File: src/rtl/caf_foas_scheduler.sv
// caf_foas_scheduler: sequences one CAF run.
//   IDLE -> LOAD (present one frequency offset per slice) -> STREAM (gate exactly
//   `length` samples into the caf block) -> COLLECT (reduce per-slice peaks to the
//   global peak) -> DONE (one-cycle done pulse) -> IDLE.
// Optional feature: define CAF_SCHED_TIMEOUT_EN to enable the COLLECT watchdog.
//   Without it, COLLECT waits indefinitely and timeout_err stays 0.
module caf_foas_scheduler #(
    parameter int unsigned phase_bits          = 10,
    parameter int unsigned foas                = 3,
    parameter int unsigned foas_counter_bits   = 3,
    parameter int unsigned length              = 5,
    parameter int unsigned length_counter_bits = 3,
    parameter int unsigned out_max_bits        = 64,
    parameter int unsigned timeout_cycles      = 256
) (
    input  logic                           clk,
    input  logic                           rst_n,
    input  logic                           start,
    input  logic [phase_bits-1:0]          freq_delta,
    output logic                           busy,
    output logic [phase_bits-1:0]          freq_step,
    output logic                           freq_step_valid,
    output logic                           neg_shift,
    input  logic                           freq_step_ready,
    input  logic                           smp_tvalid,
    output logic                           smp_tready,
    output logic                           caf_tvalid,
    input  logic                           caf_tready,
    input  logic                           res_tvalid,
    input  logic [foas_counter_bits-1:0]   res_foa,
    input  logic [out_max_bits-1:0]        res_max,
    input  logic [length_counter_bits-1:0] res_index,
    output logic                           res_tready,
    output logic [out_max_bits-1:0]        best_max,
    output logic [length_counter_bits-1:0] best_index,
    output logic [foas_counter_bits-1:0]   best_foa,
    output logic                           done,
    output logic                           timeout_err
);

    typedef enum logic [2:0] {
        S_IDLE,
        S_LOAD,
        S_STREAM,
        S_COLLECT,
        S_DONE
    } state_t;

    // Slice index of the zero offset; slices below it get negative offsets.
    localparam logic [foas_counter_bits-1:0]   K_CENTER = foas_counter_bits'(foas / 2);
    localparam logic [foas_counter_bits-1:0]   K_LAST   = foas_counter_bits'(foas - 1);
    localparam logic [length_counter_bits-1:0] N_LAST   = length_counter_bits'(length - 1);
    localparam int unsigned                    WD_BITS  = $clog2(timeout_cycles + 1);
    localparam logic [WD_BITS-1:0]             WD_LAST  = WD_BITS'(timeout_cycles - 1);

`ifdef CAF_SCHED_TIMEOUT_EN
    localparam bit TIMEOUT_EN = 1'b1;
`else
    localparam bit TIMEOUT_EN = 1'b0;
`endif

    state_t                         state_q, state_d;
    logic [phase_bits-1:0]          delta_q, delta_d;
    logic [foas_counter_bits-1:0]   k_q, k_d;
    logic [foas_counter_bits-1:0]   r_q, r_d;
    logic [length_counter_bits-1:0] n_q, n_d;
    logic [out_max_bits-1:0]        best_max_q, best_max_d;
    logic [length_counter_bits-1:0] best_index_q, best_index_d;
    logic [foas_counter_bits-1:0]   best_foa_q, best_foa_d;
    logic                           timeout_err_q, timeout_err_d;
    logic [phase_bits-1:0]          step_mag;
    logic [WD_BITS-1:0]             wd_q;
    logic                           wd_hit;

`ifdef CAF_SCHED_TIMEOUT_EN
    logic [WD_BITS-1:0] wd_d;

    // Watchdog: counts COLLECT cycles since the last result beat.
    always_comb begin
        wd_d = '0;
        if (state_q == S_COLLECT && !res_tvalid) begin
            wd_d = wd_q + 1'b1;
        end
    end

    // Watchdog register.
    always_ff @(posedge clk) begin
        if (!rst_n) begin
            wd_q <= '0;
        end else begin
            wd_q <= wd_d;
        end
    end
`else
    assign wd_q = '0;
`endif

    assign wd_hit = TIMEOUT_EN && (state_q == S_COLLECT) && !res_tvalid && (wd_q == WD_LAST);

    assign busy        = (state_q != S_IDLE);
    assign best_max    = best_max_q;
    assign best_index  = best_index_q;
    assign best_foa    = best_foa_q;
    assign timeout_err = timeout_err_q;

    // Next-state, counters, peak reduction and handshake outputs.
    always_comb begin
        state_d         = state_q;
        delta_d         = delta_q;
        k_d             = k_q;
        r_d             = r_q;
        n_d             = n_q;
        best_max_d      = best_max_q;
        best_index_d    = best_index_q;
        best_foa_d      = best_foa_q;
        timeout_err_d   = timeout_err_q;
        step_mag        = '0;
        freq_step       = '0;
        freq_step_valid = 1'b0;
        neg_shift       = 1'b0;
        smp_tready      = 1'b0;
        caf_tvalid      = 1'b0;
        res_tready      = 1'b0;
        done            = 1'b0;

        case (state_q)
            S_IDLE: begin
                if (start) begin
                    state_d       = S_LOAD;
                    delta_d       = freq_delta;
                    k_d           = '0;
                    best_max_d    = '0;
                    best_index_d  = '0;
                    best_foa_d    = '0;
                    timeout_err_d = 1'b0;
                end
            end

            S_LOAD: begin
                freq_step_valid = 1'b1;
                if (k_q < K_CENTER) begin
                    step_mag  = phase_bits'(K_CENTER - k_q);
                    neg_shift = 1'b1;
                end else begin
                    step_mag  = phase_bits'(k_q - K_CENTER);
                end
                freq_step = step_mag * delta_q;
                if (freq_step_ready) begin
                    k_d = k_q + 1'b1;
                    if (k_q == K_LAST) begin
                        state_d = S_STREAM;
                        n_d     = '0;
                    end
                end
            end

            S_STREAM: begin
                smp_tready = caf_tready;
                caf_tvalid = smp_tvalid;
                if (smp_tvalid && caf_tready) begin
                    n_d = n_q + 1'b1;
                    if (n_q == N_LAST) begin
                        state_d = S_COLLECT;
                        r_d     = '0;
                    end
                end
            end

            S_COLLECT: begin
                res_tready = 1'b1;
                if (res_tvalid) begin
                    // First beat always loads; later beats only on strictly greater.
                    if (r_q == '0 || res_max > best_max_q) begin
                        best_max_d   = res_max;
                        best_index_d = res_index;
                        best_foa_d   = res_foa;
                    end
                    r_d = r_q + 1'b1;
                    if (r_q == K_LAST) begin
                        state_d = S_DONE;
                    end
                end else if (wd_hit) begin
                    state_d       = S_DONE;
                    timeout_err_d = 1'b1;
                end
            end

            S_DONE: begin
                done    = 1'b1;
                state_d = S_IDLE;
            end

            default: begin
                state_d = S_IDLE;
            end
        endcase
    end

    // State and datapath registers.
    always_ff @(posedge clk) begin
        if (!rst_n) begin
            state_q       <= S_IDLE;
            delta_q       <= '0;
            k_q           <= '0;
            r_q           <= '0;
            n_q           <= '0;
            best_max_q    <= '0;
            best_index_q  <= '0;
            best_foa_q    <= '0;
            timeout_err_q <= 1'b0;
        end else begin
            state_q       <= state_d;
            delta_q       <= delta_d;
            k_q           <= k_d;
            r_q           <= r_d;
            n_q           <= n_d;
            best_max_q    <= best_max_d;
            best_index_q  <= best_index_d;
            best_foa_q    <= best_foa_d;
            timeout_err_q <= timeout_err_d;
        end
    end

endmodule

File: config.mk
export PLATFORM = sky130hd
export DESIGN_NAME = caf_foas_scheduler
export DESIGN_NICKNAME = d
export VERILOG_FILES = /design/src/rtl/caf_foas_scheduler.sv
export SDC_FILE = /design/constraint.sdc
export NUM_CORES = 1
export LEC_CHECK = 0
export ABC_AREA = 1
export CORE_ASPECT_RATIO = 1.25
export CORE_MARGIN = 1
export CORE_UTILIZATION = 55
export DETAILED_ROUTE_END_ITERATION = 16
export PLACE_DENSITY = 0.86
export SETUP_SLACK_MARGIN = 0.3
export SYNTH_ARGS = -nofsm -noshare
export SYNTH_HDL_FRONTEND = slang
export SYNTH_SLANG_ARGS = --single-unit
File: constraint.sdc
create_clock -name clk -period 19.3 [get_ports clk]
set_input_delay 2.895 -clock clk [delete_from_list [all_inputs] [get_ports clk]]
set_output_delay 2.895 -clock clk [all_outputs]
set_load 0.03 [all_outputs]
==> summary.md, run 1 <==
| Metric | Value |
|---|---|
| Maximum clock insertion buffer count | `2` |
| CP endpoint | `freq_step[9]` |
| Clock power frac | `0.126` |
| Share of layout cells above drive strength 1 | `0.0201` |
| Global-route wire length before repair | `between 30,000 and 40,000 µm` |
| Gate power share | `0.668` |
| Min-Delay Path Class | `reg -> reg` |
| Via density per instance | `between 5 and 6` |
| CORE AREA | `roughly 13,000 µm²` |
| Post-detail-place hpwl | `roughly 14,000 µm` |
| Cell Area, Synth | `roughly 7000 µm²` |
| Most frequent CP cell | `fa_1` |
| Min cycle time layout | `between 9 and 10 ns` |
| Vias | `7,171` |
| Fin crit share | `0.487` |
| First-pass DRT Iterations | `5` |
| Post-Place Cells | `between 1,000 and 1,500` |
| Startpoint Class | `flip-flop` |
| Total track usage | `0.284` |
| WS Path Type | `reg -> out` |
| Worst-margin pin slew | `roughly 1.0 ns` |
| Post-route cell area | `around 9300 µm²` |
| DR DRC count | `0` |
| Hold path depth | `2` |
| Final ANT Viol Nets | `0` |
| CTS tree | `done` |
| Post-CTS sizing | `0` |
| NetSw | `749 µW` |
| Fin. Hold Viols | `0` |
| Kind of end point of the critical path | `primary output` |
| Area Overhead vs Synth | `29.4%` |
| # hold bufs at CTS | `0` |
| Crit path launch | `k_q[0]` |
| Sequential-to-total area share from yosys stat | `0.256` |
| Worst-path clk slew | `roughly 0.06 ns` |
| Max-slew headroom | `0.310` |
| Worst reg2reg endpoint | `best_max[51]` |
| Routability cong. | `just over 0.9` |
| Remaining Overflow, GRT | `0` |
| I/O pin count | `175` |
| Synth area leaders | `dfxtp_1 26%, ha_1 17%, nand2_1 15%, nor2_1 9.1%, inv_1 9.0%` |
| Setup slack, reg-to-reg | `15.53 ns` |
| Switching share of power | `0.502` |
| Int Pwr | `approximately 740 µW` |
| Crit Path Max Fanout | `10` |
| Number of global-route vias before repair | `slightly below 7,000` |
| Starting Density | `0.565` |
| Initial antenna violation count | `0` |
| Final net count | `1,445` |
| CP required | `around 16 ns` |
| Post-synthesis net count | `~1,300` |
| Mapped Cells | `1,088` |
| Post-Layout Cell Count | `1,411` |
| Final setup fails | `0` |
| Worst Reg-to-Reg Cells | `16` |
| Power share of the sequential group | `0.206` |
| Static Leak | `about 0.0045 µW` |
| Post-synth top flop | `dfxtp_1` |
| CP Buf/Inv Count | `4` |
| Chip Height | `130 µm` |
| Top-area cell type share of the netlist area | `0.256` |
| Die width | `approximately 100 µm` |
| Final Max Tran Viols | `0` |
| Setup TNS | `0 ns` |
| Total Wirelength | `~19,000 µm` |
| Num CTS Buffers | `9` |
| CP Cell Sequence | `inv_1 -> ha_1 -> ha_1 -> o21ai_1 -> o21ai_1 -> nor2_1 -> inv_1 -> fa_1 -> inv_1 -> fa_1 -> fa_1 -> fa_1 -> fa_1 -> xor2_1 -> xor2_1 -> xor2_1 -> or2_1 -> nand3_1 -> nand2_1 -> nor2_1 -> clkdlybuf4s50_1` |
| Pwr Total | `~1500 µW` |
| CP top delay family | `adder cells` |
| Port bufs | `~170` |
| Post-synth top area cell | `dfxtp_1` |
| Fraction of registers with async set/reset | `0` |
| RSZ-0062 raised after global routing | `no` |
| VDD IR max | `just under 0.0001 V` |
| WP data arrival | `6.51 ns` |
| PwrDens | `about 160 nW/µm²` |
| DR WL/cell | `about 14 µm` |
| Row count | `46` |
| Die area | `13,500 µm²` |
| Fmax | `between 0.1 and 0.15 GHz` |
| Skew final | `roughly 0.0086 ns` |
| Synth Area per Inst | `roughly 6.6 µm²` |
| Postcts setup bufs | `0` |
| Initial drt markers | `roughly 330` |
| Largest net degree at the start of global routing | `71` |
| Critical Path Stages | `21` |
| Area after DPL | `8990 µm²` |
| Slowest stage delay, CP | `0.67 ns` |
| Max cap viols | `0` |
| Reg2reg start | `best_max[47]` |
| Yosys cell types | `34` |
| Clk sinks | `between 90 and 100` |
| Minimum hold slack | `roughly 0.49 ns` |
| CTS root buffer | `clkbuf_16` |
| Outcome | `completed` |
| ANT cells | `0` |
| YS warnings | `0` |
| CP max stage cell | `clkdlybuf4s50_1` |
| Max H-tree Level | `3` |
| Post-synthesis register bit count | `92` |
| Clock latency on the worst-skew pair | `0.34 ns` |
| EDFF count, synth | `0` |
[worst register-to-register path, stage by stage (launching register included)]
cell     delay [ns]
dfxtp_1        0.33
inv_1          0.06
ha_1           0.30
nand4_1        0.13
nor2_1         0.18
nand3_1        0.13
nor3b_2        0.27
nand4_1        0.11
nand2_1        0.12
nand2_1        0.06
nand2_1        0.09
nand2_4        0.35
nand2_2        0.50
buf_4          0.66
nand2_1        0.19
nand2_1        0.10
nor2_1         0.04
[sequential cells by signal, indices dropped and copies added (netlist names)]
name,count
delta_q,10
best_max,64
r_q,3
k_q,3
state_q,3
best_foa,3
best_index,3
n_q,3
[logic make-up after synthesis]
family,count (synthesis),share of synthesized area
AO/OA/AOI/OAI,101,0.0751
XOR/XNOR,15,0.0183
buffers and inverters,216,0.118
adder cells (fa/ha/maj),119,0.228
flip-flops,92,0.256
other,1,0.000522
AND/OR/NAND/NOR,544,0.304
[cells in the final DEF, fill, tap and decap left out, types with 2 or more instances in the layout]
master             n
buf_4              6
nand2_1          287
o21bai_1           3
nor4_1             2
clkinv_1           2
nand3_1           60
o21ai_1            2
nand4_1            5
clkdlybuf4s50_1  173
a21oi_1           56
dfxtp_1           92
clkbuf_1           2
inv_1            173
fa_1              20
a211oi_1           6
xnor2_1            5
inv_2              2
nor3_1            10
ha_1              99
o21a_1             3
xor2_1            10
clkbuf_16          9
nor2_1           174
clkinvlp_4         2
bufinv_16          2
o21ai_0           29
[metal layers]
| layer | vias to the layer above | part of all wire | global-route usage |
|---|---|---|---|
| li1 | 3665 | - | - |
| met5 | - | 0 | 0 |
| met1 | 3238 | 0.40 | 0.311 |
| met3 | 42 | 0.068 | 0.0624 |
| met2 | 226 | 0.50 | 0.529 |
| met4 | 0 | 0.033 | 0.129 |
[how the worst min path moves through the flow]
stage	start	to	slack (ns)
detailed placement	best_index[2]	best_index[2]	0.47
CTS	delta_q[8]	delta_q[8]	0.48
floorplan	delta_q[8]	delta_q[8]	0.44
finish	best_foa[0]	best_foa[0]	0.49
global route	best_index[1]	best_index[1]	0.51
global placement	best_index[2]	best_index[2]	0.46
[cell usage after synthesis, types with 10 or more instances]
cell type  count
fa_1          20
clkbuf_1      27
nand3_1       60
nor2_1       174
a21oi_1       56
nand2_1      287
xor2_1        10
o21ai_0       29
dfxtp_1       92
nor3_1        10
inv_1        173
ha_1          99
[cell type report]
cell class              instances  area [µm²]
multi-input cells             780        4490
fillers                      1041        3420
flip-flops and latches         92        1840
repair buffers                179        1780
inverters                     177         664
clock buffers                  11         233
well taps                     168         210
clock inverters                 4        75.1
[stage by stage]
stage	setup WS, ns	utilization
2_1_floorplan	10.85	-
3_5_place_dp	10.27	0.707
5_1_grt	9.47	0.731
6_report	9.90	0.731
3_3_place_gp	10.43	0.707
4_1_cts	9.91	0.731
[power groups by stage]
stage                     Clock (µW)  Sequential, µW  Combinational (µW)
after floorplan                    0             419                 591
after global placement             0             308                 967
after detailed placement           0             309                 991
after CTS                        191             307                 999
after global routing             199             315                1120
final                            188             307                 997
No activity file was read; power rests on OpenSTA's default activity.
==> inputs of run 2 (changes only) <==
- CORE_UTILIZATION: 55 -> 51
- PLACE_DENSITY: 0.86 -> 0.8
- clock period: 19.3 -> 9.2 ns (I/O delays scaled with it)
==> summary.md, run 2 (synthesis gave the netlist of run 1 again) <==
| Metric | Value |
|---|---|
| Area Overhead vs Synth | `29.2%` |
| Initial antenna violation count | `0 (unchanged)` |
| Min cycle time layout | `between 7 and 8 ns` |
| Worst-path clk slew | `0.06 ns (about the same)` |
| CTS root buffer | `clkbuf_16` |
| Global-route wire length before repair | `30,900 µm (-0.16%)` |
| Skew final | `0.00876 ns (+0.000183 ns)` |
| Share of layout cells above drive strength 1 | `0.0217 (+0.00163)` |
| Slowest stage delay, CP | `0.67 ns (about the same)` |
| Post-route cell area | `9280 µm² (-0.16%)` |
| Port bufs | `173 (unchanged)` |
| Clock latency on the worst-skew pair | `0.35 ns (about the same)` |
| Max cap viols | `0 (unchanged)` |
| Die area | `14,600 µm² (+7.7%)` |
| Routability cong. | `0.900 (-2.2%)` |
| Clk sinks | `92 (unchanged)` |
| Max FFs per register | `64 (unchanged)` |
| ANT cells | `0 (unchanged)` |
| NetSw | `1570 µW (+110%)` |
| Place WS | `1.63 ns (-8.64 ns)` |
| PwrDens | `336 nW/µm² (+110%)` |
| Most frequent CP cell | `fa_1` |
| Maximum clock insertion buffer count | `2 (unchanged)` |
| First-pass DRT Iterations | `5 (unchanged)` |
| # hold bufs at CTS | `0 (unchanged)` |
| Most common cell after layout, fill and taps aside | `nand2_1` |
| Hold path depth | `2 (unchanged)` |
| Outcome | `completed` |
| Post-Layout Cell Count | `1,417 (+0.43%)` |
| Final net count | `1,443 (-0.14%)` |
| M1 WL | `7670 µm (+1.2%)` |
| Starting Density | `0.522 (-0.0424)` |
| Post-Place Cells | `1,401 (+0.36%)` |
| Postcts setup bufs | `0 (unchanged)` |
| Num CTS Buffers | `9 (unchanged)` |
| Clock power frac | `0.124 (-0.002)` |
| Crit Path Max Fanout | `10 (unchanged)` |
| Final setup fails | `0 (unchanged)` |
| Final design utilization | `0.675 (-0.0560)` |
| Startpoint Class | `flip-flop` |
| DR WL/cell | `13.4 µm (-1.4%)` |
| Post-detail-place hpwl | `14,000 µm (-0.16%)` |
| Fmax | `about 0.13 GHz` |
| Worst-margin pin slew | `1.03 ns (-0.00547 ns)` |
| RSZ-0062 raised after global routing | `no` |
| Final ANT Viol Nets | `0 (unchanged)` |
| Total Wirelength | `18,900 µm (-0.94%)` |
| Total track usage | `0.271 (-0.0132)` |
| Chip Height | `135 µm (+3.8%)` |
| Worst Reg-to-Reg Cells | `11 (-5)` |
| Die width | `108 µm (+3.8%)` |
| Number of global-route vias before repair | `6,778 (-1.5%)` |
| Fin crit share | `0.862` |
| Max-slew headroom | `0.312 (+0.00264)` |
| Largest net degree at the start of global routing | `88 (+24%)` |
| Static Leak | `0.00452 µW (about the same)` |
| I/O pin count | `175 (unchanged)` |
| Post-CTS sizing | `0 (unchanged)` |
| Final worst slack | `1.27 ns (-8.63 ns)` |
| Via density per instance | `4.95 (-2.5%)` |
| DR DRC count | `0 (unchanged)` |
| Fin. Hold Viols | `0 (unchanged)` |
| VDD IR max | `0.000194 V (+97%)` |
| CTS tree | `done` |
| Highest Signal Layer | `met4` |
| Layout fillers | `1,218 (+17%)` |
| Int Pwr | `1550 µW (+110%)` |
| Initial drt markers | `326 (-2.1%)` |
| Gate power share | `0.669 (about the same)` |
| CP Cell Sequence | `inv_1 -> ha_1 -> ha_1 -> o21ai_1 -> o21ai_1 -> nor2_1 -> inv_1 -> fa_1 -> inv_1 -> fa_1 -> fa_1 -> fa_1 -> fa_1 -> xor2_1 -> xor2_1 -> xor2_1 -> or2_1 -> nand3_1 -> nand2_1 -> nor2_1 -> clkdlybuf4s50_1` |
| CP required | `7.82 ns (-8.59 ns)` |
| Remaining Overflow, GRT | `0 (unchanged)` |
| Setup TNS | `0 ns (unchanged)` |
| Area after DPL | `8980 µm² (-0.13%)` |
| Met3 wire len | `1190 µm (-8.5%)` |
| CORE AREA | `13,800 µm² (+8.1%)` |
| Final Max Tran Viols | `0 (unchanged)` |
| CP max stage cell | `clkdlybuf4s50_1` |
| Met2 WL | `9510 µm (-1.1%)` |
| Min-Delay Path Class | `reg -> reg` |
| Row count | `48 (+4.3%)` |
| Vias | `7,020 (-2.1%)` |
| WP data arrival | `6.55 ns (+0.04 ns)` |
| Max H-tree Level | `3 (unchanged)` |
| Switching share of power | `0.503 (+0.000584)` |
| Most frequent cells in the layout | `287 x nand2_1, 174 x nor2_1, 173 x inv_1, 172 x clkdlybuf4s50_1, 99 x ha_1` |
| Kind of end point of the critical path | `primary output` |
| Power share of the sequential group | `0.207 (about the same)` |
| WS Path Type | `reg -> out` |
## run 2: cell count changes in the layout (fill, tap and decap cells not counted), sizes merged
| cell | change |
|---|---|
| clkinv | +1 |
| inv | +1 |
| buf | -2 |
| clkdlybuf4s50 | -1 |
| clkinvlp | -1 |
| clkbuf | +2 |
| bufinv | -1 |
## run 2: per-layer routing
layer,GRT usage,vias to the layer above
met5,0,-
met4,0.124,0
met1,0.297,3150
met3,0.0748,35
li1,-,3659
met2,0.480,176
## run 2: area by class of cell
cell class                 instances  area (µm²)  area share
multi-input combinational        780        4490       0.484
timing repair buffer             177        1760       0.189
clock buffer                      12         256      0.0276
sequential                        92        1840       0.198
tap                              175         219      0.0236
clock inverter                     4        47.5     0.00512
inverter                         177         664      0.0716
## run 2: power groups by stage
stage	combinational [µW]	clock [µW]	sequential [µW]
6_report	2090	386	644
5_1_grt	2350	412	660
4_1_cts	2100	396	644
3_5_place_dp	2080	0	650
3_3_place_gp	2050	0	648
2_1_floorplan	1240	0	880
## run 2: final timing paths
check                                 from           end  slack (ns)
worst max register to register  state_q[2]  best_max[48]        4.64
worst min register to register  delta_q[8]    delta_q[8]        0.47
worst min-delay path            delta_q[8]    delta_q[8]        0.47
worst max-delay path                k_q[0]  freq_step[9]        1.27
## run 2: worst max-delay path: cells and delay by family (launching register included)
family | cells | cell delay (ns)
buf+inv | 4 | 1.06
flops | 1 | 0.53
fa+ha+maj | 7 | 3.07
compound gates | 2 | 0.27
simple gates | 5 | 0.75
xor+xnor | 3 | 0.54
## run 2: through the flow
| step | hold WS, ns | power (µW) |
|---|---|---|
| 3_3_place_gp | 0.462 | 2690 |
| 2_1_floorplan | 0.445 | 2120 |
| 4_1_cts | 0.476 | 3140 |
| 3_5_place_dp | 0.467 | 2730 |
| 5_1_grt | 0.494 | 3420 |
| 6_report | 0.475 | 3120 |
